**src/rtl/bram_stream_reader.sv**
```systemverilog
// Sequential block-RAM read engine: walks a wrapping address window and streams
// the words out over valid/ready through a 2-entry buffer that absorbs read latency.
module bram_stream_reader #(
  parameter int RAM_WIDTH     = 32,
  parameter int RAM_ADDR_BITS = 7
) (
  input  logic                     clock,
  input  logic                     reset_n,
  input  logic                     start,
  input  logic [RAM_ADDR_BITS-1:0] base_addr,
  input  logic [RAM_ADDR_BITS:0]   length,
  output logic                     busy,
  output logic                     done,
  output logic                     ram_enable,
  output logic [RAM_ADDR_BITS-1:0] ram_address,
  input  logic [RAM_WIDTH-1:0]     ram_data,
  output logic                     out_valid,
  output logic [RAM_WIDTH-1:0]     out_data,
  output logic                     out_last,
  input  logic                     out_ready
);

  typedef enum logic [1:0] {IDLE, READ, DRAIN, DONE} state_t;

  localparam logic [RAM_ADDR_BITS-1:0] ADDR_ONE = {{(RAM_ADDR_BITS-1){1'b0}}, 1'b1};
  localparam logic [RAM_ADDR_BITS:0]   CNT_ONE  = {{RAM_ADDR_BITS{1'b0}}, 1'b1};

  state_t                             state_q, state_d;
  logic [RAM_ADDR_BITS-1:0]           addr_q, addr_d;
  logic [RAM_ADDR_BITS:0]             len_q, len_d;
  logic [RAM_ADDR_BITS:0]             issued_q, issued_d;
  logic                               inflight_q, inflight_d;
  logic                               inflight_last_q, inflight_last_d;
  logic [1:0][RAM_WIDTH-1:0]          buf_data_q, buf_data_d;
  logic [1:0]                         buf_last_q, buf_last_d;
  logic                               rd_ptr_q, rd_ptr_d;
  logic                               wr_ptr_q, wr_ptr_d;
  logic [1:0]                         count_q, count_d;

  logic       pop;
  logic       push;
  logic       issue;
  logic [2:0] occupancy;

  always_comb begin
    pop       = (count_q != 2'd0) && out_ready;
    push      = inflight_q;
    // Credit check counts the word leaving this cycle so full-rate streaming works.
    occupancy = {1'b0, count_q} + {2'b00, inflight_q} - {2'b00, pop};
    issue     = (state_q == READ) && (issued_q < len_q) && (occupancy < 3'd2);

    state_d         = state_q;
    addr_d          = addr_q;
    len_d           = len_q;
    issued_d        = issued_q;
    inflight_d      = issue;
    inflight_last_d = issue && (issued_q == (len_q - CNT_ONE));
    buf_data_d      = buf_data_q;
    buf_last_d      = buf_last_q;
    rd_ptr_d        = rd_ptr_q;
    wr_ptr_d        = wr_ptr_q;
    count_d         = count_q + {1'b0, push} - {1'b0, pop};

    if (issue) begin
      addr_d   = addr_q + ADDR_ONE;
      issued_d = issued_q + CNT_ONE;
    end

    if (push) begin
      buf_data_d[wr_ptr_q] = ram_data;
      buf_last_d[wr_ptr_q] = inflight_last_q;
      wr_ptr_d             = ~wr_ptr_q;
    end

    if (pop) begin
      rd_ptr_d = ~rd_ptr_q;
    end

    case (state_q)
      IDLE: begin
        if (start) begin
          addr_d   = base_addr;
          len_d    = length;
          issued_d = '0;
          state_d  = (length == '0) ? DONE : READ;
        end
      end
      READ: begin
        if (issued_d == len_q) state_d = DRAIN;
      end
      DRAIN: begin
        if ((count_d == 2'd0) && !inflight_d) state_d = DONE;
      end
      DONE: begin
        state_d = IDLE;
      end
      default: state_d = IDLE;
    endcase
  end

  always_ff @(posedge clock or negedge reset_n) begin
    if (!reset_n) begin
      state_q         <= IDLE;
      addr_q          <= '0;
      len_q           <= '0;
      issued_q        <= '0;
      inflight_q      <= 1'b0;
      inflight_last_q <= 1'b0;
      buf_data_q      <= '0;
      buf_last_q      <= '0;
      rd_ptr_q        <= 1'b0;
      wr_ptr_q        <= 1'b0;
      count_q         <= '0;
    end else begin
      state_q         <= state_d;
      addr_q          <= addr_d;
      len_q           <= len_d;
      issued_q        <= issued_d;
      inflight_q      <= inflight_d;
      inflight_last_q <= inflight_last_d;
      buf_data_q      <= buf_data_d;
      buf_last_q      <= buf_last_d;
      rd_ptr_q        <= rd_ptr_d;
      wr_ptr_q        <= wr_ptr_d;
      count_q         <= count_d;
    end
  end

  assign busy        = (state_q == READ) || (state_q == DRAIN);
  assign done        = (state_q == DONE);
  assign ram_enable  = issue;
  assign ram_address = addr_q;
  assign out_valid   = (count_q != 2'd0);
  assign out_data    = buf_data_q[rd_ptr_q];
  assign out_last    = out_valid && buf_last_q[rd_ptr_q];

endmodule
```
**config.mk**
```make
export PLATFORM = sky130hd
export DESIGN_NAME = bram_stream_reader
export DESIGN_NICKNAME = d
export VERILOG_FILES = /design/src/rtl/bram_stream_reader.sv
export SDC_FILE = /design/constraint.sdc
export NUM_CORES = 1
export LEC_CHECK = 0
export CORE_AREA = 2 2 106 108
export DETAILED_ROUTE_END_ITERATION = 6
export DIE_AREA = 0 0 108 110
export GPL_ROUTABILITY_DRIVEN = 0
export GPL_TIMING_DRIVEN = 0
export PLACE_DENSITY_LB_ADDON = 0.08
export SYNTH_ARGS = -nofsm -noshare
export SYNTH_HDL_FRONTEND = slang
export SYNTH_SLANG_ARGS = --single-unit
```
**constraint.sdc**
```tcl
create_clock -name clock -period 3.35 [get_ports clock]
set_input_delay 0.67 -clock clock [delete_from_list [all_inputs] [get_ports clock]]
set_output_delay 0.67 -clock clock [all_outputs]
set_load 0.03 [all_outputs]
```
# After elaboration in Yosys (flattened, before gate mapping)
# Index checks and enable logic that the tools add are counted.
[totals] regBits=97 latch_bits=0 ramBits=0 mem_bits_ro=0 in_bits=51 output_inout_bits=44 word_cells=70 memories=0
[classes] add_sub_neg=7 mul=0 div=0 order_cmp=5 eq_ne=8 shift=0 n_mux=21 bitwise=2 n_reduce_logical=15
[ops] cell="2-to-1 mux 32 bit" n=3
[ops] cell="bitwise mux 64 bit" n=1
[ops] cell="demux 32 bit (select 1 bit)" n=1
[ops] cell="2-to-1 mux 8 bit" n=3
[ops] cell="2-to-1 mux 7 bit" n=3
[ops] cell="== test 8 bit" n=2
[ops] cell="adder 8 x 1 -> 8 bit (second input constant)" n=1
[ops] cell="logical NOT 8 bit" n=1
[ops] cell="< comparator 8 bit" n=1
[ops] cell="2-to-1 mux 2 bit" n=4
[ops] cell="one-hot mux 2 bit (4 select lines)" n=1
[ops] cell="subtractor 8 x 1 -> 8 bit (second input constant)" n=1
[ops] cell="adder 7 x 1 -> 7 bit (second input constant)" n=1
[ops] cell="logical AND 1 bit" n=7
[ops] cell="!= test 2 bit (second input constant)" n=3
[ops] cell="== test 2 bit (second input constant)" n=2
[ops] cell="logical NOT 2 bit" n=2
[ops] cell="< comparator 1 x 2 -> 1 bit (second input constant)" n=2
[ops] cell="adder 2 x 1 -> 3 bit" n=1
[ops] cell="< comparator 3 x 2 -> 1 bit (second input constant)" n=1
[ops] cell="2-to-1 mux 1 bit" n=3
[ops] cell="AND reduction 3 bit" n=1
[ops] cell="subtractor 3 x 1 -> 3 bit" n=1
[ops] cell="adder 2 x 1 -> 2 bit" n=1
[ops] cell="other kinds (10)" n=11

# Depth between registers and ports, before layout
# Gate-level depths: netlist of the first run.
[depth] depth_word=9 ltp_mapped=17 depth_no_buf=16

# Worst setup path after synthesis of the first run
# No wires, ideal clock.
[synth_timing] path_kind="reg-to-reg" start="reg count_q[1]" end="reg state_q[0]" setup_time_ns=0.079 t_arrival_ns=3.399 required_time_ns=3.271 path_slack_ns=-0.128 path_stages_with_launch=16 n_path_buf=0 period_less_slack_ns=3.478 path_cell_list="dfrtp_1 > inv_1 > nand2_1 > and2_1 > ha_1 > inv_1 > ha_1 > fa_1 > nor2_1 > nand3_1 > nor4b_1 > or4_1 > a22o_1 > a211o_1 > o22ai_2 > mux2i_1"
[synth_between] elab_cells_between_ends=16 classes_between="add/sub: 4; order compare: 1; eq/ne: 3; mux: 1; reduce/logical: 7"
[synth_lines] element="start, declared" line_no="38" source="logic [1:0] count_q, count_d;"
[synth_lines] element="start signal, assigned" line_no="125" source="count_q <= count_d;"
[synth_lines] element="nonzero test 2 bit"
[synth_lines] element="named net out_valid" line_no="17" source="output logic out_valid,"
[synth_lines] element="logical AND 1 bit" line_no="46" source="pop = (count_q != 2'd0) && out_ready;"
[synth_lines] element="named net pop" line_no="40" source="logic pop;"
[synth_lines] element="subtractor 2 x 1 -> 2 bit" line_no="62" source="count_d = count_q + {1'b0, push} - {1'b0, pop};"
[synth_lines] element="named net count_d[1]" line_no="38"
[synth_lines] element="logical NOT 2 bit" line_no="92" source="if ((count_d == 2'd0) && !inflight_d) state_d = DONE;"
[synth_lines] element="logical AND 1 bit" line_no="92"
[synth_lines] element="!= test 2 bit (no line)"
[synth_lines] element="AND reduction 3 bit (no line)"
[synth_lines] element="end signal, assigned" line_no="115" source="state_q <= state_d;"
[synth_lines] element="end, declared" line_no="28" source="state_t state_q, state_d;"
# The timed path passes the listed nets, and every way through them passes these cells.
# A chain may end at the register's enable or synchronous reset.

# Worst setup path in the final report of the first run
[layout_timing] start="reg count_q[1]" end="reg state_q[1]"
[layout_between] elab_cells_between_ends=16 classes_between="add/sub: 4; order compare: 1; eq/ne: 3; mux: 1; reduce/logical: 7"
[layout_lines] element="nonzero test 2 bit" line_no="46"
[layout_lines] element="logical AND 1 bit" line_no="46"
[layout_lines] element="named net pop" line_no="40"
[layout_lines] element="subtractor 2 x 1 -> 2 bit" line_no="62"
[layout_lines] element="named net count_d[1]" line_no="38"
[layout_lines] element="logical NOT 2 bit" line_no="92"
[layout_lines] element="logical AND 1 bit" line_no="92"
[layout_lines] element="!= test 2 bit (no line)"
[layout_lines] element="AND reduction 3 bit (no line)"
# The timed path passes the listed nets, and every way through them passes these cells.

==> results of run 1 <==
[layout by cell type, fill, tap and decap left out, drive strengths merged, types with 4 or more instances in the layout]
cell / instances
a31oi: 4
and2: 4
buf: 22
clkbuf: 26
clkdlybuf4s50: 91
dfrtp: 97
ha: 18
inv: 20
mux2: 98
mux2i: 6
nand2: 25
nand3: 8
nand4: 5
nor2: 22
nor4: 4
o21ai: 20
xnor2: 14
xor2: 17
[cell usage after synthesis, drive strengths merged, types with 5 or more instances]
| library cell | count |
|---|---|
| o21ai | 20 |
| nor2 | 22 |
| mux2 | 98 |
| xnor2 | 14 |
| nand2 | 25 |
| dfrtp | 97 |
| ha | 18 |
| mux2i | 6 |
| clkbuf | 13 |
| nand4 | 5 |
| buf | 6 |
| xor2 | 17 |
| nand3 | 8 |
| inv | 19 |
[area by class of cell]
| class | instances | area [µm²] | share of cell area |
|---|---|---|---|
| multi-input cells | 277 | 2410 | 0.373 |
| clock inverters | 4 | 73.8 | 0.0114 |
| repair buffers | 110 | 1080 | 0.167 |
| plain buffers | 18 | 72.6 | 0.0112 |
| well taps | 140 | 175 | 0.0271 |
| clock buffers | 12 | 155 | 0.0240 |
| flip-flops and latches | 97 | 2430 | 0.375 |
| inverters | 19 | 73.8 | 0.0114 |
[worst paths after layout]
check	endpoint	start
max	state_q[1]	count_q[1]
min	buf_data_q[24]	reset_n
max reg2reg	state_q[1]	count_q[1]
min reg2reg	wr_ptr_q	wr_ptr_q
max in group asynchronous	buf_data_q[52]	reset_n
min in group clock	wr_ptr_q	wr_ptr_q
[state kept, by name, summed over array words and instances (netlist names), 2 cells and up]
register     count
len_q            8
issued_q         8
state_q          2
buf_last_q       2
count_q          2
buf_data_q      64
ram_address      7
[layer usage]
layer  part of all wire  vias up  track usage
met3              0.049       21       0.0323
met4              0.021        0       0.0907
met5                  0        -            0
met1               0.46     1719        0.259
li1                   -     1670            -
met2               0.47       95        0.306
[repair_timing]
| action | 4_1_cts | 5_1_grt |
|---|---|---|
| gates resized for setup | 29 | 7 |
| endpoints found under the setup margin | 5 | 31 |
| cloned | 0 | 0 |
| setup buffers | 11 | 4 |
| pin swaps | 9 | 1 |
[where the power goes]
group	switching, mW	leakage (nW)	internal (mW)
clock	0.414	0.117	0.464
combinational	1.87	1.47	1.89
sequential	0.277	1.14	1.67
[logic make-up after synthesis]
kind of cell,share of synthesized area
AO/OA/AOI/OAI,0.0487
multiplexers,0.237
buffers and inverters,0.0301
XOR/XNOR,0.0554
AND/OR/NAND/NOR,0.0834
flip-flops,0.495
adder cells (fa/ha/maj),0.0500
==> summary.md, run 1 <==
| Metric | Value |
|---|---|
| Top_reg_cell synth | `dfrtp_1` |
| H-tree Lvls | `3` |
| Final Hold Viols | `0` |
| Syn_nets | `between 400 and 500` |
| Reg2reg setup slack | `-0.05 ns` |
| Maximum VDD drop | `0.000529 V` |
| Largest net degree at the start of global routing | `66` |
| CTS tree | `built` |
| RSZ-0062 raised after global routing | `true` |
| Die H | `110 µm` |
| Post-route ant nets | `0` |
| Final period util | `1.01` |
| Headroom to the max-slew limit | `0.588` |
| Synth unique cells | `42` |
| Final WS setup | `-0.0496 ns` |
| Worst-path cell chain | `inv_2, nand2_4, and2_4, ha_4, inv_2, ha_4, fa_2, nor2_2, nand3_2, nor4b_4, or4_4, a22o_1, a211o_1, o22ai_4, mux2i_1` |
| Status | `finished, violations left` |
| Cell taking the most area after synthesis | `dfrtp_1` |
| Cts-stage hold buffer count | `0` |
| Leakage | `2.72 nW` |
| Hold Path Class | `in2async` |
| Root Buffer | `clkbuf_8` |
| Non-Filler Instances | `around 680` |
| Worst Path Required | `3.64 ns` |
| Worst path arrival time | `between 3 and 4 ns` |
| Synth Register Bits | `97` |
| Crit path capture type | `flop` |
| Core area | `10700 µm²` |
| HPWL after DPL | `7580 µm` |
| DR pass1 iterations | `4` |
| Placed cell count | `between 600 and 700` |
| Gr ovfl total | `0` |
| Ys Warns | `0` |
| Synthesized area per cell | `11.9 µm²` |
| Clock Path Buffers | `2` |
| Initial antenna violation count | `0` |
| Startpoint types | `flop` |
| # DRC | `0` |
| Clk_skew | `about 0.010 ns` |
| Stages on the worst setup path | `15` |
| Final core utilization | `0.605` |
| Slowest cell on crit path | `fa_2` |
| Max_cap viols | `0` |
| Fill count | `897` |
| Final instance area | `~6500 µm²` |
| Pwr dens | `a little over 1000 nW/µm²` |
| Top Family by Delay on Critical Path | `adder cells` |
| Num CTS Buffers | `9` |
| Gr usage total | `0.193` |
| Ant diodes | `0` |
| Clk_lat worst skew | `about 0.37 ns` |
| EDFF count, synth | `0` |
| Top cell type's share of synthesized area | `0.495` |
| Starting Density | `0.458` |
| Register area share after synthesis | `0.495` |
| Clock slew at reported path FFs | `approximately 0.10 ns` |
| Place WS | `-1.20 ns` |
| Area of the mapped netlist | `4900 µm²` |
| Worst hold slack | `0.241 ns` |
| Routed WL | `10900 µm` |
| PnR Total Power | `6.59 mW` |
| Ys async rst share | `1.00` |
| First-pass GRT wire length | `around 18000 µm` |
| Buf/Inv on CP | `2` |
| Dpl cell area | `6050 µm²` |
| CP peak stage delay | `0.56 ns` |
| Die width | `108 µm` |
| IO buf count | `94` |
| Share of cells above drive strength 1 | `0.287` |
| IO Pins | `95` |
| Tmin final | `about 3.4 ns` |
| Layout area overhead | `32.0%` |
| Worst-Margin Slew | `between 0.6 and 0.7 ns` |
| Std cell rows | `38` |
| Drt via density | `just over 5` |
| Crit path max fanout | `3` |
| Clock sink count | `97` |
| Total die area | `11900 µm²` |
| Leading cell types by total area after synthesis | `dfrtp_1 50%, mux2_2 23%, ha_1 4.6%, xor2_1 3.0%, xnor2_1 2.5%` |
| Routed length per instance | `16.1 µm` |
| Violated checks | `negative setup slack` |
| Slew Viols, Final | `0` |
| Synth Instances | `412` |
| Setup TNS | `-0.0859 ns` |
| Worst R2R Path Depth | `15` |
| Final setup fails | `2` |
| Vias in the first global route | `3661` |
| Fin nets | `602` |
| Max Fclk | `0.294 GHz` |
| Crit Path Class | `reg2reg` |
| Vias post-DR | `3505` |
| Iteration-0 DRC count of the detailed router | `144` |
Note: power is estimated with default switching activity, not from simulation.
==> run 2: changes to the inputs <==
- ABC_CLOCK_PERIOD_IN_PS: default -> 3350
==> results of run 2 <==
Same layout as run 1: the final DEF is identical, and so are final timing and power.
==> run 3: changes to the inputs <==
- CORE_AREA: 2 2 106 108 -> 5 5 109 111
- DIE_AREA: 0 0 108 110 -> 0 0 114 116
==> summary.md, run 3 (synthesis results as in run 1) <==
| Metric | Value |
|---|---|
| Pwr dens | `1020 nW/µm² (about the same)` |
| Tmin final | `3.39 ns (-0.00476 ns)` |
| Hold Path Class | `in2async` |
| Clock Path Buffers | `2 (unchanged)` |
| Std cell rows | `38 (unchanged)` |
| Final setup fails | `3 (+1)` |
| Num CTS Buffers | `9 (unchanged)` |
| Routed WL | `11100 µm (+1.2%)` |
| Clk_skew | `0.00975 ns (-0.000550 ns)` |
| CTS tree | `built` |
| Routed length per instance | `16.3 µm (+1.0%)` |
| Worst-Margin Slew | `0.628 ns (+0.00994 ns)` |
| Starting Density | `0.458 (unchanged)` |
| Final Hold Viols | `0 (unchanged)` |
| Total die area | `13200 µm² (+11%)` |
| Crit Path Class | `in2reg` |
| Slew Viols, Final | `0 (unchanged)` |
| Place WS | `-1.22 ns (-0.0219 ns)` |
| Gr ovfl total | `0 (unchanged)` |
| Maximum VDD drop | `0.000518 V (-1.9%)` |
| Vias post-DR | `3505 (unchanged)` |
| Die width | `114 µm (+5.6%)` |
| Initial antenna violation count | `0 (unchanged)` |
| Share of cells above drive strength 1 | `0.292 (+0.00504)` |
| Worst hold slack | `0.240 ns (-0.000340 ns)` |
| Final WS setup | `-0.0449 ns (+0.00476 ns)` |
| IO buf count | `94 (unchanged)` |
| H-tree Lvls | `3 (unchanged)` |
| Max reg flops | `64 (unchanged)` |
| Gr usage total | `0.172 (-0.0209)` |
| Fin nets | `603 (+0.17%)` |
| Crit path max fanout | `3 (unchanged)` |
| Post-route ant nets | `0 (unchanged)` |
| Root Buffer | `clkbuf_8` |
| Most frequent cells in the layout | `98 x mux2_2, 97 x dfrtp_1, 91 x clkdlybuf4s50_1` |
| Max_cap viols | `0 (unchanged)` |
| Die H | `116 µm (+5.5%)` |
| DR pass1 iterations | `4 (unchanged)` |
| Crit path capture type | `flop` |
| Core area | `10700 µm² (unchanged)` |
| Most common cell after layout, fill and taps aside | `mux2_2` |
| Max Fclk | `0.295 GHz (+0.14%)` |
| Dpl cell area | `6050 µm² (unchanged)` |
| Final core utilization | `0.607 (+0.00199)` |
| Headroom to the max-slew limit | `0.578 (-0.0105)` |
| Final instance area | `6490 µm² (+0.33%)` |
| Status | `finished, violations left` |
| Drt via density | `5.17 (-0.15%)` |
| Top reg by flops | `buf_data_q` |
| Clk_lat worst skew | `0.36 ns (about the same)` |
| # DRC | `0 (unchanged)` |
| Layout area overhead | `32.4%` |
| Top flop regs | `buf_data_q (64), issued_q (8), len_q (8)` |
| Worst Path Required | `3.64 ns (about the same)` |
| Worst path arrival time | `3.68 ns (about the same)` |
| RSZ-0062 raised after global routing | `true` |
| Largest net degree at the start of global routing | `68 (+3.0%)` |
| Leakage | `2.74 nW (+0.48%)` |
| HPWL after DPL | `7790 µm (+2.9%)` |
| Final period util | `1.01 (-0.00142)` |
| IO Pins | `95 (unchanged)` |
| Startpoint types | `input pin` |
| Violated checks | `negative setup slack` |
| Iteration-0 DRC count of the detailed router | `185 (+28%)` |
| Clock sink count | `97 (unchanged)` |
| Setup TNS | `-0.0739 ns (+0.0120 ns)` |
| Clock slew at reported path FFs | `0.09 ns (about the same)` |
| Ant diodes | `0 (unchanged)` |
| First-pass GRT wire length | `18100 µm (+2.3%)` |
| Vias in the first global route | `3714 (+1.4%)` |
-- run 3: cell type report --
cell class	instances	area, µm²
sequential	97	2430
tap	140	175
inverter	19	71.3
buffer	19	87.6
clock buffer	9	124
multi-input combinational	277	2440
clock inverter	7	92.6
timing repair buffer	110	1080
fill	896	4200
-- run 3: timing repair --
item | 4_1_cts | 5_1_grt
buffers inserted | 12 | 3
gates resized for setup | 29 | 9
pin swaps | 10 | 1
setup endpoints to repair | 6 | 31
hold buffers | 0 | 0
-- run 3: final timing paths --
| path | startpoint | endpoint | slack (ns) | cells past startpoint |
|---|---|---|---|---|
| max | out_ready | state_q[1] | -0.04 | 14 |
| min | reset_n | buf_data_q[61] | 0.24 | 1 |
| max reg2reg | count_q[1] | state_q[1] | -0.03 | 15 |
| min reg2reg | wr_ptr_q | wr_ptr_q | 0.50 | 1 |
| max in group asynchronous | reset_n | ram_address[2] | 2.44 | 2 |
| min in group clock | wr_ptr_q | wr_ptr_q | 0.50 | 1 |
-- run 3: routing by layer --
| layer | wire length, µm | vias up | global-route usage |
|---|---|---|---|
| met5 | 0 | - | 0 |
| li1 | - | 1680 | - |
| met3 | 577 | 15 | 0.0308 |
| met2 | 5250 | 93 | 0.277 |
| met4 | 218 | 0 | 0.0697 |
| met1 | 5010 | 1717 | 0.231 |
-- run 3: worst max-delay path, cell delays in order --
cell and delay (ns):
clkdlybuf4s15_1 0.19, and2_4 0.18, ha_4 0.25, inv_2 0.03, ha_4 0.15, fa_2 0.58
nor2_4 0.06, nand3_4 0.10, nor4b_4 0.06, or4_4 0.54, a22o_4 0.24, a211o_1 0.27
o22ai_4 0.15, mux2i_1 0.21
-- run 3: where the power goes --
part | switching [mW] | internal (mW)
Sequential | 0.279 | 1.67
Clock | 0.412 | 0.422
Combinational | 1.89 | 1.93
Total | 2.58 | 4.03
-- run 3: metrics by stage --
stage	instances	total power [mW]
floorplan	412	4.19
global placement	646	5.29
detailed placement	647	5.37
CTS	675	6.57
global route	678	7.01
finish	678	6.61
